## src/rtl/gps_emu_sequencer_pkg.sv

```systemverilog
// Shared types and register map for the gps_emulator run-time sequencer.
// Package gps_emu_pkg: state encoding, field addresses, CTRL bit positions.
package gps_emu_pkg;

    typedef enum logic [1:0] {
        IDLE  = 2'd0,
        RUN   = 2'd1,
        FLUSH = 2'd2
    } state_t;

    localparam logic [3:0] F_CODE  = 4'd0;
    localparam logic [3:0] F_DOP   = 4'd1;
    localparam logic [3:0] F_GAIN  = 4'd2;
    localparam logic [3:0] F_CASEL = 4'd3;
    localparam logic [3:0] F_CRATE = 4'd4;
    localparam logic [3:0] F_DRATE = 4'd5;

    localparam logic [3:0] G_CTRL  = 4'd0;
    localparam logic [3:0] G_SDIV  = 4'd1;
    localparam logic [3:0] G_ELEN  = 4'd2;
    localparam logic [3:0] G_NGAIN = 4'd3;

    localparam logic [3:0]  SAT_GLOBAL = 4'd15;
    localparam logic [31:0] CA_MAX     = 32'd35;

    localparam int CTRL_START  = 0;
    localparam int CTRL_STOP   = 1;
    localparam int CTRL_COMMIT = 2;

endpackage

```

## src/rtl/gps_emu_strobe_gen.sv

```systemverilog
// Sample-strobe divider and per-epoch strobe counter; both held cleared while not running.
module gps_emu_strobe_gen (
    input  logic        clk,
    input  logic        rstn,
    input  logic        i_run,
    input  logic [15:0] i_sample_div,
    input  logic [15:0] i_epoch_len,
    output logic        o_dv_in,
    output logic        o_epoch_tick
);

    logic [15:0] r_div;
    logic [15:0] r_samp;
    logic [15:0] w_len_m1;

    // epoch_len of 0 behaves as 1; >= keeps counters bounded if limits shrink mid-run
    assign w_len_m1     = (i_epoch_len == 16'd0) ? 16'd0 : i_epoch_len - 16'd1;
    assign o_dv_in      = i_run && (r_div >= i_sample_div);
    assign o_epoch_tick = o_dv_in && (r_samp >= w_len_m1);

    always_ff @(posedge clk or negedge rstn) begin
        if (!rstn) begin
            r_div  <= '0;
            r_samp <= '0;
        end else if (!i_run) begin
            r_div  <= '0;
            r_samp <= '0;
        end else begin
            r_div <= o_dv_in ? 16'd0 : r_div + 16'd1;
            if (o_dv_in)
                r_samp <= o_epoch_tick ? 16'd0 : r_samp + 16'd1;
        end
    end

endmodule

```

## src/rtl/gps_emu_sequencer.sv

```systemverilog
// Run-time controller for the gps_emulator: config decode, shadow/active parameters, FSM, ramp.
// Optional GPS_SEQ_RAMP_EN adds per-epoch doppler/code-rate ramping (fields 4/5).
module gps_emu_sequencer
    import gps_emu_pkg::*;
#(
    parameter int NSAT      = 4,
    parameter int FLUSH_CYC = 64
) (
    input  logic                 clk,
    input  logic                 rstn,
    input  logic                 cfg_we,
    input  logic [7:0]           cfg_addr,
    input  logic [31:0]          cfg_wdata,
    output logic                 cfg_err,
    output logic                 emu_reset,
    output logic                 dv_in,
    output logic                 epoch_tick,
    output logic [31:0]          epoch_cnt,
    output logic [1:0]           state,
    output logic [32*NSAT-1:0]   code_freq,
    output logic [32*NSAT-1:0]   dop_freq,
    output logic [16*NSAT-1:0]   gain,
    output logic [6*NSAT-1:0]    ca_sel,
    output logic [15:0]          noise_gain
);

    localparam logic [4:0] NSAT_W = 5'(NSAT);
    localparam int         FW     = $clog2(FLUSH_CYC + 1);

    state_t      r_state;
    logic [FW-1:0] r_flush_cnt;
    logic        r_cfg_err;
    logic        r_commit_pend;
    logic [31:0] r_epoch_cnt;
    logic [15:0] r_sample_div;
    logic [15:0] r_epoch_len;
    logic [15:0] r_sh_ngain;
    logic [15:0] r_act_ngain;

    logic [31:0] r_sh_code  [NSAT];
    logic [31:0] r_sh_dop   [NSAT];
    logic [15:0] r_sh_gain  [NSAT];
    logic [5:0]  r_sh_ca    [NSAT];
    logic [31:0] r_act_code [NSAT];
    logic [31:0] r_act_dop  [NSAT];
    logic [15:0] r_act_gain [NSAT];
    logic [5:0]  r_act_ca   [NSAT];
`ifdef GPS_SEQ_RAMP_EN
    logic [31:0] r_sh_crate  [NSAT];
    logic [31:0] r_sh_drate  [NSAT];
    logic [31:0] r_act_crate [NSAT];
    logic [31:0] r_act_drate [NSAT];
`endif

    logic [3:0] w_sat;
    logic [3:0] w_fld;
    logic       w_err;
    logic       w_sat_we;
    logic       w_glb_we;
    logic       w_ctrl;
    logic       w_start;
    logic       w_stop;
    logic       w_commit_wr;
    logic       w_apply;
    logic       w_dv;
    logic       w_tick;

    assign w_sat = cfg_addr[7:4];
    assign w_fld = cfg_addr[3:0];

    always_comb begin
        w_err    = 1'b0;
        w_sat_we = 1'b0;
        w_glb_we = 1'b0;
        if (cfg_we) begin
            if (w_sat == SAT_GLOBAL) begin
                if (w_fld <= G_NGAIN) w_glb_we = 1'b1;
                else                  w_err    = 1'b1;
            end else if ({1'b0, w_sat} < NSAT_W) begin
                case (w_fld)
                    F_CODE, F_DOP, F_GAIN: w_sat_we = 1'b1;
                    F_CASEL: begin
                        if (cfg_wdata > CA_MAX) w_err    = 1'b1;
                        else                    w_sat_we = 1'b1;
                    end
`ifdef GPS_SEQ_RAMP_EN
                    F_CRATE, F_DRATE: w_sat_we = 1'b1;
`endif
                    default: w_err = 1'b1;
                endcase
            end else begin
                w_err = 1'b1;
            end
        end
    end

    // stop has priority over start when both bits arrive together
    assign w_ctrl      = w_glb_we && (w_fld == G_CTRL);
    assign w_start     = w_ctrl && cfg_wdata[CTRL_START] && !cfg_wdata[CTRL_STOP] && (r_state == IDLE);
    assign w_stop      = w_ctrl && cfg_wdata[CTRL_STOP] && (r_state == RUN);
    assign w_commit_wr = w_ctrl && cfg_wdata[CTRL_COMMIT];
    assign w_apply     = r_commit_pend && ((r_state != RUN) || w_tick);

    gps_emu_strobe_gen u_strobe (
        .clk          (clk),
        .rstn         (rstn),
        .i_run        (r_state == RUN),
        .i_sample_div (r_sample_div),
        .i_epoch_len  (r_epoch_len),
        .o_dv_in      (w_dv),
        .o_epoch_tick (w_tick)
    );

    always_ff @(posedge clk or negedge rstn) begin
        if (!rstn) begin
            r_state     <= IDLE;
            r_flush_cnt <= '0;
        end else begin
            case (r_state)
                IDLE:  if (w_start) r_state <= RUN;
                RUN: begin
                    if (w_stop) begin
                        r_state     <= FLUSH;
                        r_flush_cnt <= FW'(FLUSH_CYC - 1);
                    end
                end
                FLUSH: begin
                    if (r_flush_cnt == '0) r_state <= IDLE;
                    else                   r_flush_cnt <= r_flush_cnt - 1'b1;
                end
                default: r_state <= IDLE;
            endcase
        end
    end

    always_ff @(posedge clk or negedge rstn) begin
        if (!rstn) begin
            r_cfg_err     <= 1'b0;
            r_commit_pend <= 1'b0;
            r_epoch_cnt   <= '0;
            r_sample_div  <= '0;
            r_epoch_len   <= 16'd1;
            r_sh_ngain    <= '0;
        end else begin
            r_cfg_err <= w_err;
            if (w_commit_wr)  r_commit_pend <= 1'b1;
            else if (w_apply) r_commit_pend <= 1'b0;
            if (w_start)     r_epoch_cnt <= '0;
            else if (w_tick) r_epoch_cnt <= r_epoch_cnt + 32'd1;
            if (w_glb_we && w_fld == G_SDIV)  r_sample_div <= cfg_wdata[15:0];
            if (w_glb_we && w_fld == G_ELEN)  r_epoch_len  <= cfg_wdata[15:0];
            if (w_glb_we && w_fld == G_NGAIN) r_sh_ngain   <= cfg_wdata[15:0];
        end
    end

    always_ff @(posedge clk or negedge rstn) begin
        if (!rstn) begin
            for (int s = 0; s < NSAT; s++) begin
                r_sh_code[s] <= '0;
                r_sh_dop[s]  <= '0;
                r_sh_gain[s] <= '0;
                r_sh_ca[s]   <= '0;
`ifdef GPS_SEQ_RAMP_EN
                r_sh_crate[s] <= '0;
                r_sh_drate[s] <= '0;
`endif
            end
        end else begin
            for (int s = 0; s < NSAT; s++) begin
                if (w_sat_we && (w_sat == 4'(s))) begin
                    case (w_fld)
                        F_CODE:  r_sh_code[s] <= cfg_wdata;
                        F_DOP:   r_sh_dop[s]  <= cfg_wdata;
                        F_GAIN:  r_sh_gain[s] <= cfg_wdata[15:0];
                        F_CASEL: r_sh_ca[s]   <= cfg_wdata[5:0];
`ifdef GPS_SEQ_RAMP_EN
                        F_CRATE: r_sh_crate[s] <= cfg_wdata;
                        F_DRATE: r_sh_drate[s] <= cfg_wdata;
`endif
                        default: ;
                    endcase
                end
            end
        end
    end

    // a commit landing on an epoch tick wins over that epoch's ramp step
    always_ff @(posedge clk or negedge rstn) begin
        if (!rstn) begin
            r_act_ngain <= '0;
            for (int s = 0; s < NSAT; s++) begin
                r_act_code[s] <= '0;
                r_act_dop[s]  <= '0;
                r_act_gain[s] <= '0;
                r_act_ca[s]   <= '0;
`ifdef GPS_SEQ_RAMP_EN
                r_act_crate[s] <= '0;
                r_act_drate[s] <= '0;
`endif
            end
        end else if (w_apply) begin
            r_act_ngain <= r_sh_ngain;
            for (int s = 0; s < NSAT; s++) begin
                r_act_code[s] <= r_sh_code[s];
                r_act_dop[s]  <= r_sh_dop[s];
                r_act_gain[s] <= r_sh_gain[s];
                r_act_ca[s]   <= r_sh_ca[s];
`ifdef GPS_SEQ_RAMP_EN
                r_act_crate[s] <= r_sh_crate[s];
                r_act_drate[s] <= r_sh_drate[s];
`endif
            end
`ifdef GPS_SEQ_RAMP_EN
        end else if (w_tick) begin
            for (int s = 0; s < NSAT; s++) begin
                r_act_code[s] <= r_act_code[s] + r_act_crate[s];
                r_act_dop[s]  <= r_act_dop[s] + r_act_drate[s];
            end
`endif
        end
    end

    for (genvar s = 0; s < NSAT; s++) begin : g_out
        assign code_freq[32*s +: 32] = r_act_code[s];
        assign dop_freq[32*s +: 32]  = r_act_dop[s];
        assign gain[16*s +: 16]      = r_act_gain[s];
        assign ca_sel[6*s +: 6]      = r_act_ca[s];
    end

    assign cfg_err    = r_cfg_err;
    assign emu_reset  = (r_state != RUN);
    assign dv_in      = w_dv;
    assign epoch_tick = w_tick;
    assign epoch_cnt  = r_epoch_cnt;
    assign state      = r_state;
    assign noise_gain = r_act_ngain;

endmodule

```

## config.mk

```make
export PLATFORM = sky130hd
export DESIGN_NAME = gps_emu_sequencer
export DESIGN_NICKNAME = d
export VERILOG_FILES = /design/src/rtl/gps_emu_sequencer_pkg.sv /design/src/rtl/gps_emu_strobe_gen.sv /design/src/rtl/gps_emu_sequencer.sv
export SDC_FILE = /design/constraint.sdc
export NUM_CORES = 1
export LEC_CHECK = 0
export BUFFER_PORTS_ARGS = -buffer_cell sky130_fd_sc_hd__buf_2
export CAP_MARGIN = 15
export CELL_PAD_IN_SITES_DETAIL_PLACEMENT = 1
export CELL_PAD_IN_SITES_GLOBAL_PLACEMENT = 1
export CORE_UTILIZATION = 33
export DETAILED_ROUTE_END_ITERATION = 8
export PLACE_DENSITY_LB_ADDON = 0.08
export SLEW_MARGIN = 20
export SYNTH_ARGS = -nofsm -noshare
export SYNTH_HDL_FRONTEND = slang
export SYNTH_HIERARCHICAL = 1
export SYNTH_SLANG_ARGS = --single-unit
export TNS_END_PERCENT = 20
```

## constraint.sdc

```tcl
create_clock -name clk -period 5.8 [get_ports clk]
set_input_delay 0.29 -clock clk [delete_from_list [all_inputs] [get_ports clk]]
set_output_delay 0.29 -clock clk [all_outputs]
set_load 0.005 [all_outputs]
```

# [Word level (Yosys, flattened, before mapping)]
# Index checks and enable logic that the tools add are counted.
[totals] in_bits=43 ff_bits=827 mem_bits_ro=0 word_cells=145 out_inout_bits=398 mem_count=0 latchBits=0 mem_bits_rw=0
[op_classes] muxes=31 n_mul=0 div=0 n_addsub=5 n_reduce_logical=46 bitwise=0 n_lt_le_gt_ge=5 n_eq_ne=15 n_shift=0
[op_table] cell="2-to-1 mux 16 bit" n=6
[op_table] cell="2-to-1 mux 32 bit" n=2
[op_table] cell="adder 16 x 1 -> 16 bit, second input constant" n=2
[op_table] cell="adder 32 x 1 -> 32 bit, second input constant" n=1
[op_table] cell=">= comparator 16 bit" n=2
[op_table] cell="> comparator 32 x 6 -> 1 bit, second input constant" n=1
[op_table] cell="AND reduction 2 bit" n=16
[op_table] cell="logical AND 1 bit" n=17
[op_table] cell="== test 4 x 2 -> 1 bit, second input constant" n=4
[op_table] cell="zero test 16 bit" n=1
[op_table] cell="subtractor 16 x 1 -> 16 bit, second input constant" n=1
[op_table] cell="2-to-1 mux 1 bit" n=14
[op_table] cell="2-to-1 mux 7 bit" n=2
[op_table] cell="case mux 7 bit (2 select lines)" n=1
[op_table] cell="!= test 2 bit, second input constant" n=5
[op_table] cell="== test 4 x 1 -> 1 bit, second input constant" n=2
[op_table] cell="zero test 4 bit" n=2
[op_table] cell="zero test 7 bit" n=1
[op_table] cell="subtractor 7 x 1 -> 7 bit, second input constant" n=1
[op_table] cell="2-to-1 mux 2 bit" n=3
[op_table] cell="case mux 2 bit (3 select lines)" n=1
[op_table] cell="AND reduction 3 bit" n=2
[op_table] cell="nonzero test 2 bit" n=3
[op_table] cell="== test 4 bit, second input constant" n=1
[op_table] cell="other kinds (10)" n=11

# [Logic depth before layout (Yosys ltp)]
[depth] word_depth=10 ltp_mapped=21 ltp_nobuf=16

# [By module]
# Netlist, hierarchy kept.
[by_module_without_submodules] mod="gps_emu_sequencer" instances=1 seq_area_each_um2=19895.3 area_each_um2=30375.4 cells_per_inst=1871
[by_module_without_submodules] mod="gps_emu_strobe_gen" instances=1 seq_area_each_um2=800.8 area_each_um2=2811.4 cells_per_inst=327

# [Worst setup path after synthesis]
# OpenSTA, ideal clock, no wires.
[synth_path] path_kind="register to register" startpoint="reg r_epoch_len[5]" endpoint="reg r_act_code, in the netlist code_freq[115]" path_slack_ns=0.680 path_buffers=6 path_stages_with_launch=19 setup_ns=0.125 arrival_time_ns=4.995 required_time_ns=5.675 synth_period_minus_slack_ns=5.120 cell_sequence="dfrtp_1 -> nor4_1 -> nand4b_1 -> or3_1 -> clkbuf_1 -> clkbuf_1 -> nand2_1 -> ha_1 -> a21o_1 -> a221oi_1 -> nor2_1 -> a2111oi_4 -> clkbuf_1 -> nor3_1 -> buf_2 -> o21ai_1 -> clkbuf_1 -> clkbuf_1 -> mux2_2"
[synth_between] elab_chain_cells=6 elab_cells_between_ends=7 cone_classes="add/sub (1); order compare (1); mux (1); reduce/logical (4)"
[synth_lines] item="from (decl)" line="gps_emu_sequencer.sv:36" source="logic [15:0] r_epoch_len;"
[synth_lines] item="from (signal assigned)" line="gps_emu_sequencer.sv:151" source="if (w_glb_we && w_fld == G_ELEN) r_epoch_len <= cfg_wdata[15:0];"
[synth_lines] item="subtractor 16 x 1 -> 16 bit / zero test 16 bit (equally long branches)" line="gps_emu_strobe_gen.sv:17" source="assign w_len_m1 = (i_epoch_len == 16'd0) ? 16'd0 : i_epoch_len - 16'd1;"
[synth_lines] item="2-to-1 mux 16 bit *" line="gps_emu_strobe_gen.sv:17"
[synth_lines] item=">= comparator 16 bit *" line="gps_emu_strobe_gen.sv:19" source="assign o_epoch_tick = o_dv_in && (r_samp >= w_len_m1);"
[synth_lines] item="logical AND 1 bit *" line="gps_emu_strobe_gen.sv:19"
[synth_lines] item="named net epoch_tick" line="gps_emu_sequencer.sv:17" source="output logic epoch_tick,"
[synth_lines] item="logical OR 1 bit *" line="gps_emu_sequencer.sv:102" source="assign w_apply = r_commit_pend && ((r_state != RUN) || w_tick);"
[synth_lines] item="logical AND 1 bit *" line="gps_emu_sequencer.sv:102"
[synth_lines] item="to (signal, indexed assignment)" line="gps_emu_sequencer.sv:204" source="r_act_code[s] <= r_sh_code[s];"
[synth_lines] item="to (decl)" line="gps_emu_sequencer.sv:44" source="logic [31:0] r_act_code [NSAT];"
# The timed path passes the listed nets; every way through them passes the cells marked *.
# A chain may end at the register's enable or synchronous reset.

# [Worst setup path in the final report]
[layout_path] startpoint="reg r_epoch_len[7]" endpoint="reg r_act_gain, in the netlist gain[5]"
[layout_between] elab_chain_cells=6 elab_cells_between_ends=7 cone_classes="add/sub (1); order compare (1); mux (1); reduce/logical (4)"
[layout_lines] item="subtractor 16 x 1 -> 16 bit / zero test 16 bit (equally long branches)" line="gps_emu_strobe_gen.sv:17"
[layout_lines] item="2-to-1 mux 16 bit *" line="gps_emu_strobe_gen.sv:17"
[layout_lines] item=">= comparator 16 bit *" line="gps_emu_strobe_gen.sv:19"
[layout_lines] item="logical AND 1 bit *" line="gps_emu_strobe_gen.sv:19"
[layout_lines] item="logical OR 1 bit *" line="gps_emu_sequencer.sv:102"
[layout_lines] item="logical AND 1 bit *" line="gps_emu_sequencer.sv:102"
[layout_lines] item="to (signal, indexed assignment)" line="gps_emu_sequencer.sv:206" source="r_act_gain[s] <= r_sh_gain[s];"
[layout_lines] item="to (decl)" line="gps_emu_sequencer.sv:46" source="logic [15:0] r_act_gain [NSAT];"
# Mark *: on every way between the ends. The rest lies on a longest branch, timed or not.

==> reports/metrics.cfg <==
[status]
status = finished, final reports clean

[timing]
period_share_pct = 84.79
hold_viol_final = 0
worst_pin_slew_ns = 1.066
clock-skew-final_ns = 0.02824
whs_ns = 0.05188
drv_slew = 0
rsz0062_at_grt = false
max_freq_mhz = 203.3
setup_viol = 0
max_slew_margin_pct = 28.87
post-route-min-period_ns = 4.918
tns_ns = 0

[floorplanning]
die_h_um = 319.1
start_util_pct = 33.52
row_count = 115
fp.dieW_um = 319.1
io_pins = 441
dieArea_um2 = 101800
fp.coreArea_um2 = 98990

[route]
drt_first_pass_iters = 4
vias = 20060
drt_iter0_drc = 856
wl_per_cell_um = 24.53
ant_nets = 0
vias_per_cell = 4.980
wirelength_um = 98810
drc_errors = 0

[grt]
grt_use_met2_pct = 32.73
grt-busiest-layer = met2
grt_max_degree = 173
grt_usage_pct = 19.84
grt_pass1_wl_um = 151300
met1_usage_pct = 25.59
antenna_found_initial = 11
use_met3_pct = 5.493
grt_pass1_vias = 22170
grt_overflow = 0

[final_layout]
finalNonFillerCells = 4028
final_net_count = 2744
fill_cells = 10090
layout-drive-gt1-share_pct = 51.86
most-common-layout-cells = 826 x dfrtp_1, 721 x mux2_2, 439 x buf_2
syn_to_final_growth_pct = 21.41
final_util_pct = 40.70
design_area_um2 = 40290
final_common_cell = dfrtp_1

[setup_path]
cp-start-kind = flop
cp.arrival_ns = 5.46
crit_family = simple AND/OR/NAND/NOR gates
crit_type = flop to flop
cp.buffers_inverters = 3
slowest_stage = or3_1
crit_fanout = 59
required_ns = 6.34
crit_path_max_incr_delay_ns = 0.53
crit_path_end_kind = flop
crit_chain = nor4_1, nand4b_1, or3_1, and2_1, ha_1, nand2b_4, a2111oi_4, o41ai_1, a2111oi_4, nor3_2, buf_4, o21ai_4, buf_12, buf_4, mux2_2

[pwr]
peakVddDrop_v = 0.0002041
power.density_nw_per_um2 = 319.3
p_leak_nw = 21.28

[logic_synthesis]
ys.flop_type = dfrtp_1
yosysWarnings = 6
syn_nets = 2280
yosysUniqueCellTypes = 64
netlist_area_um2 = 33190
synth_area_per_cell_um2 = 15.10
synthCells = 2198
ys_ff_latch = 827
ys_seq_area_share_pct = 62.36
synth_edf_count = 0
async_reset_ff_share_pct = 100.0

[clock_network]
clk_pin_slew_ns = 0.06
cts_tree = built
htree_levels = 3
cts.sinks = 827
clk_latency_ns = 0.67
cts_buffers = 94
cts_setup_buffers = 0
cts.path.max_buffers = 3
clockRootBuffer = clkbuf_16

[job]
cap_violations = 0

[placement]
io_buffers = 440
dp_hpwl_um = 65300
place.gp.congestion = 0.7798
dpl_cell_area_um2 = 37000
dp_cells = 3851

[worst_hold_path]
min_path_type = primary input to flop

## timing repair
item | in CTS | in global routing
resized for setup | 0 | 0
hold buffers | 1 | 0
endpoints found under the hold margin | 76 | 0
## kinds of logic after synthesis
logic type	after synthesis	share of synthesized area, %
multiplexers	754	25.92
buffers and inverters	146	1.904
flip-flops	827	62.36
AO/OA/AOI/OAI	106	2.360
adder cells (fa/ha/maj)	39	1.470
XOR/XNOR	44	1.161
AND/OR/NAND/NOR	282	4.826
## worst paths after layout
path                                   start                 to  slack (ns)  depth (start not counted)
max in group asynchronous               rstn       r_sh_dop[28]        4.06                          3
min reg2reg                u_strobe/r_div[0]  u_strobe/r_div[0]        0.49                          1
max                           r_epoch_len[7]            gain[5]        0.88                         15
min                            cfg_wdata[27]      r_sh_code[59]        0.05                          2
min in group asynchronous               rstn  u_strobe/r_div[7]        0.28                          2
max reg2reg                   r_epoch_len[7]            gain[5]        0.88                         15
## flip-flops by register name, indices dropped and copies added, names as in the netlist, 32 cells and up
signal and cells:
epoch_cnt 32, dop_freq 128, code_freq 128, r_sh_dop 128
r_sh_code 128, gain 64, r_sh_gain 64
## stage by stage
step,total power (W),setup WS [ns]
after floorplan,0.006392,0.6800
after global placement,0.006711,1.013
after detailed placement,0.006742,0.9579
after CTS,0.01311,0.9230
after global routing,0.01342,0.5265
final,0.01286,0.8823
## final cells by class
type                    count  area, µm²  share of cell area [%]
clock buffers             138       2761                   6.853
clock inverters            34      500.5                   1.242
diodes                      3      7.507                 0.01863
well taps                1287       1610                   3.997
inverters                  29      108.9                  0.2702
repair buffers            485       2685                   6.664
flip-flops and latches    827      20700                   51.36
multi-input cells        1225      11920                   29.59
## routing by layer
metal  part of all wire, %  routed length [µm]
met5                 0.035                  35
met1                    42               41860
met2                    49               48480
met3                   6.6                6546
met4                   1.9                1888
## worst reg2reg max path, stage by stage, from the launching register on
cell and delay (ns):
dfrtp_1 0.42, nor4_1 0.50, nand4b_1 0.14, or3_1 0.53
and2_1 0.26, ha_1 0.27, nand2b_4 0.15, a2111oi_4 0.35
o41ai_1 0.16, a2111oi_4 0.34, nor3_2 0.07, buf_4 0.21
o21ai_4 0.22, buf_12 0.30, buf_4 0.47, mux2_2 0.38
## power by group
group / leakage [nW] / internal (W) / total [W] / switching, W
Combinational: 8.40 / 0.000222 / 0.000645 / 0.000422
Clock: 1.60 / 0.00383 / 0.00625 / 0.00242
Sequential: 11.3 / 0.00590 / 0.00597 / 0.0000722
## synthesized netlist by cell type (19+ instances only)
library cell / n / area share [%]
dfrtp_1: 826 / 62
mux2_2: 721 / 24
clkbuf_1: 64 / 0.72
nand2_1: 59 / 0.67
nor2_1: 54 / 0.61
buf_2: 43 / 0.65
ha_1: 39 / 1.5
nand3_1: 32 / 0.48
mux2_4: 30 / 1.4
xor2_1: 30 / 0.79
inv_1: 29 / 0.33
a21oi_1: 27 / 0.41
o21ai_0: 19 / 0.29
(Power assumes the default switching activity.)
